**src/rtl/pool_pkg.sv**
```systemverilog
// rtl/pool_pkg.sv - shared definitions for the feature-map collector and pooling stage
// Contents: DATA_W (pixel word width), col_state_t (collector FSM states FILL/FULL).
package pool_pkg;

   localparam int DATA_W = 32;

   typedef enum logic {
      FILL = 1'b0,
      FULL = 1'b1
   } col_state_t;

endpackage

```
**src/rtl/relu_word.sv**
```systemverilog
// rtl/relu_word.sv - combinational ReLU clamp for one signed pixel word
// Ports: din (signed pixel in), dout (din if non-negative, else zero).
module relu_word
   import pool_pkg::*;
(
   input  logic [DATA_W-1:0] din,
   output logic [DATA_W-1:0] dout
);

   assign dout = din[DATA_W-1] ? '0 : din;

endmodule

```
**src/rtl/fmap_collector.sv**
```systemverilog
// rtl/fmap_collector.sv - collects a row-major pixel stream into a full feature-map frame
// Optional build macro: FMAP_RELU_EN (negative words are stored as zero).
// Ports:
//   clk, rst_n              clock, asynchronous active-low reset
//   in_valid/in_ready       word handshake; in_data pixel, in_last end-of-frame marker
//   frame_data              collected frame, index = row*input_size+col
//   frame_valid/frame_ready frame handshake to the pooling stage
//   frame_err               sticky framing error (early or missing in_last)
module fmap_collector
   import pool_pkg::*;
#(
   parameter int input_size = 4
) (
   input  logic              clk,
   input  logic              rst_n,
   input  logic              in_valid,
   output logic              in_ready,
   input  logic [DATA_W-1:0] in_data,
   input  logic              in_last,
   output logic [DATA_W-1:0] frame_data [input_size*input_size],
   output logic              frame_valid,
   input  logic              frame_ready,
   output logic              frame_err
);

   localparam int WORDS = input_size * input_size;
   localparam int PTR_W = (WORDS > 1) ? $clog2(WORDS) : 1;
   localparam logic [PTR_W-1:0] LAST_IDX = PTR_W'(WORDS - 1);

   col_state_t        state;
   col_state_t        next_state;
   logic [PTR_W-1:0]  wr_ptr;
   logic [DATA_W-1:0] store_word;
   logic              accept;
   logic              at_last;

`ifdef FMAP_RELU_EN
   relu_word u_relu (
      .din  (in_data),
      .dout (store_word)
   );
`else
   assign store_word = in_data;
`endif

   // Built from state directly (not from in_ready) so the FSM comb block has no feedback.
   assign accept  = in_valid && rst_n && (state == FILL);
   assign at_last = (wr_ptr == LAST_IDX);

   always_ff @(posedge clk or negedge rst_n) begin
      if (!rst_n) begin
         state <= FILL;
      end else begin
         state <= next_state;
      end
   end

   always_comb begin
      next_state  = state;
      in_ready    = 1'b0;
      frame_valid = 1'b0;
      case (state)
         FILL: begin
            // Held low while reset is asserted.
            in_ready = rst_n;
            if (accept && at_last) begin
               next_state = FULL;
            end
         end
         FULL: begin
            frame_valid = 1'b1;
            // Release takes effect next cycle: one bubble, no pass-through.
            if (frame_ready) begin
               next_state = FILL;
            end
         end
         default: next_state = FILL;
      endcase
   end

   always_ff @(posedge clk or negedge rst_n) begin
      if (!rst_n) begin
         wr_ptr    <= '0;
         frame_err <= 1'b0;
         for (int i = 0; i < WORDS; i++) begin
            frame_data[i] <= '0;
         end
      end else if (accept) begin
         frame_data[wr_ptr] <= store_word;
         if (at_last) begin
            wr_ptr <= '0;
            if (!in_last) begin
               frame_err <= 1'b1;
            end
         end else if (in_last) begin
            // Early end-of-frame: restart the frame; stale words stay until overwritten.
            wr_ptr    <= '0;
            frame_err <= 1'b1;
         end else begin
            wr_ptr <= wr_ptr + 1'b1;
         end
      end
   end

endmodule
```
**config.mk**
```make
export PLATFORM = sky130hd
export DESIGN_NAME = fmap_collector
export DESIGN_NICKNAME = d
export VERILOG_FILES = /design/src/rtl/pool_pkg.sv /design/src/rtl/relu_word.sv /design/src/rtl/fmap_collector.sv
export SDC_FILE = /design/constraint.sdc
export NUM_CORES = 1
export LEC_CHECK = 0
export ABC_AREA = 0
export CAP_MARGIN = 40
export CORE_AREA = 2 2 213 215
export CTS_CLUSTER_DIAMETER = 150
export DETAILED_ROUTE_END_ITERATION = 8
export DIE_AREA = 0 0 215 217
export DONT_BUFFER_PORTS = 1
export PLACE_DENSITY = 0.56
export SLEW_MARGIN = 10
export SYNTH_ARGS = -nofsm -noshare
export SYNTH_HDL_FRONTEND = slang
export SYNTH_SLANG_ARGS = --single-unit
export TNS_END_PERCENT = 1
```
**constraint.sdc**
```tcl
create_clock -name clk -period 4.3 [get_ports clk]
set_input_delay 0.86 -clock clk [delete_from_list [all_inputs] [get_ports clk]]
set_output_delay 0.86 -clock clk [all_outputs]
set_load 0.1 [all_outputs]
```
==> metrics <==
leak pwr 0.0165 uW; antenna violations before repair 1; Post-synth top cells dfrtp_1 (518), mux2_2 (384), mux2_1 (128); Clock Tree Buf Depth 3; chip width 215 um; Sw Ratio 44.2%; Final Cycle Share 66.3%; adder-cell share of the synthesized area 0.258%; status completed; Post-synth EDFFs 0; crit path launch type flip-flop; Non-Filler Instances 2450; PD cells 642 nW/um2; syn avg cell area 16.7 um2; reg2reg start state; Top Family by Delay on Critical Path simple AND/OR/NAND/NOR gates; Vert. Die Dim 217 um; CP arrival 3.33 ns; Final Net Count 1852; Pins Over Slew Limit 0; Syn Std Cell Area 19400 um2; Synth Instances 1165; DIE AREA 46700 um2; CP Data Required Time 4.78 ns; ranking of synthesized cells by area dfrtp_1 (67%), mux2_2 (22%), mux2_1 (7.4%); # IOs 552; post-synthesis compound-gate area fraction 0.264%; Worst-path clk slew 0.08 ns; Core ar. 44700 um2; Port Buf Inserts 0; Post-Route WL 85500 um; vias in the first global route 14800; Synth cell types 27; Starting DRT DRC Count 1214; Synth Area in XOR/XNOR 0.0451%; R2R depth 5; Area growth, synth to finish 83.1%; minimum clock period 2.85 ns; initial core utilization 43.4%; Worst Setup End Kind flip-flop; critical path type flip-flop to flip-flop; post-CTS setup buffer count 0; placed insts 2253; total CTS buffers 54; final RePlAce weighted congestion 0.752; leading area contributor after synthesis dfrtp_1; Layout Skew 0.0263 ns; Worst Path Max Fanout 21; CTS tree built; Critical Path Max Stage Delay 0.63 ns; most common cell in the synthesized netlist dfrtp_1; CTS sink cnt 518; via count 13800; crit path cell chain buf_4, nand4b_1, nor2_4, buf_4, mux2_2; Worst path slowest cell nor2_4; P_sw 10100 uW; FMAX 351 MHz; HPWL after DPL 48000 um; CP Depth 5; # setup viols final 0; CP bufs+invs 2; Post-Syn Nets 1206; layout cell share with drive strength beyond 1 53.1%; Overflow after GRT 0; MaxCap Viol Count 0; Critical Path Sink frame_data[147]; Rows 78; Rel. slew slack 16.6%; combinational power share 46.5%; Warnings, synthesis 0; GRT Overall Usage 31.1%; share of flip-flops with an asynchronous set or reset 100%; Hold Crit Class primary input to async pin; Most used DFF post-synth dfrtp_1; drt drc 0; Root Buffer clkbuf_16; Clock Power Share 22.1%; final hold vios 0; reg2reg setup slack 1.45 ns; area fraction of the dominant cell type after synthesis 66.8%; largest net degree at the start of global routing 525; post-synthesis sequential area ratio 66.8%; Critical Path Start state; global-route wire length before repair 107000 um; internal power 12700 uW; insertion delay to the later sink of the worst-skew pair 0.62 ns; CTS HTree Levels 2; Post-Synth Simple-Gate Area 0.935%; drt wl/cell 34.9 um; VDD IR max 463 uV; CP dominant cell by count buf_4; RSZ-0062 raised after global routing false; ANT nets after route 0; TNS Setup 0 ns; FF+latch count, synth 518; Flop pwr share 31.5%; Reg2Reg Capture Point frame_data[147]; mux share of post-synthesis cell area 29.7%; Via density 5.64; Worst Max-Slew Pin Slew 1.25 ns; ANT cells 0; drt pass-1 iters 5; largest family of logic cells by synthesized area multiplexers
-- how the worst min path moves through the flow --
stage,from,endpoint,slack (ns)
after detailed placement,rst_n,frame_data[179],0.57
after floorplan,wr_ptr[1],wr_ptr[1],0.53
after global routing,rst_n,frame_data[111],-0.03
after CTS,rst_n,frame_data[179],-0.06
after global placement,wr_ptr[1],wr_ptr[1],0.57
final,rst_n,frame_data[111],0.02
-- power by group through the flow --
stage | Combinational, uW | Sequential [uW] | Clock, uW
floorplan | 641 | 11500 | 0
global placement | 657 | 11900 | 0
detailed placement | 9790 | 7480 | 0
CTS | 9860 | 7440 | 4930
global route | 10800 | 7240 | 5260
finish | 10600 | 7180 | 5030
-- placed cells by master, fill, tap and decap left out, drive strengths merged, types with 2 or more instances in the layout --
cell type,instances
dfrtp,518
mux2,512
nand4b,4
buf,635
clkbuf,111
ha,4
inv,4
or3,4
nand2b,2
clkinvlp,3
nor2,13
bufinv,5
o21ai,2
clkinv,16
nand2,3
-- flip-flops by register name (all words and copies together), names as in the netlist --
signal / cells
wr_ptr: 4
state: 1
frame_err: 1
frame_data: 512
-- worst register-to-register path, cell delays in order (launching register included) --
cell	delay (ns)
dfrtp_1	0.38
buf_4	0.25
nand4b_1	0.51
nor2_4	0.63
buf_4	0.48
mux2_2	0.47
-- routing by layer --
| metal | wire, um | track usage (%) |
|---|---|---|
| met5 | 0 | 0 |
| met4 | 4520 | 13.7 |
| met3 | 6170 | 7.62 |
| met2 | 45000 | 55.8 |
| met1 | 29800 | 35.4 |
-- per-stage QoR --
step / instance area, um2 / power (uW) / hold slack, ns / setup WS, ns / utilization (%)
floorplan: 19400 / 12200 / 0.532 / 1.18 / -
global placement: 20000 / 12600 / 0.572 / 1.39 / 44.7
detailed placement: 31900 / 17300 / 0.574 / 1.25 / 71.3
CTS: 33700 / 22200 / -0.0642 / 1.57 / 75.4
global route: 35500 / 23300 / -0.0261 / 1.41 / 79.5
finish: 35500 / 22800 / 0.0240 / 1.45 / 79.5
-- repair_timing --
| item | 4_1_cts | 5_1_grt |
|---|---|---|
| hold endpoints to repair | 513 | 41 |
| setup endpoints to repair | 0 | 0 |
| gates resized for setup | 0 | 0 |
-- area by class of cell --
| cell class | instances | area (um2) |
|---|---|---|
| clock buffer | 71 | 1570 |
| clock inverter | 24 | 253 |
| fill | 1953 | 9160 |
| inverter | 4 | 15.0 |
| multi-input combinational | 558 | 6150 |
| sequential | 518 | 13000 |
| tap | 600 | 751 |
| timing repair buffer | 675 | 13800 |
-- logic make-up after synthesis --
| family | after synthesis |
|---|---|
| xor+xnor | 1 |
| flops | 518 |
| buf+inv | 89 |
| fa+ha+maj | 4 |
| mux | 512 |
| compound gates | 8 |
| simple gates | 33 |
Power figures use the tool's default switching activity.
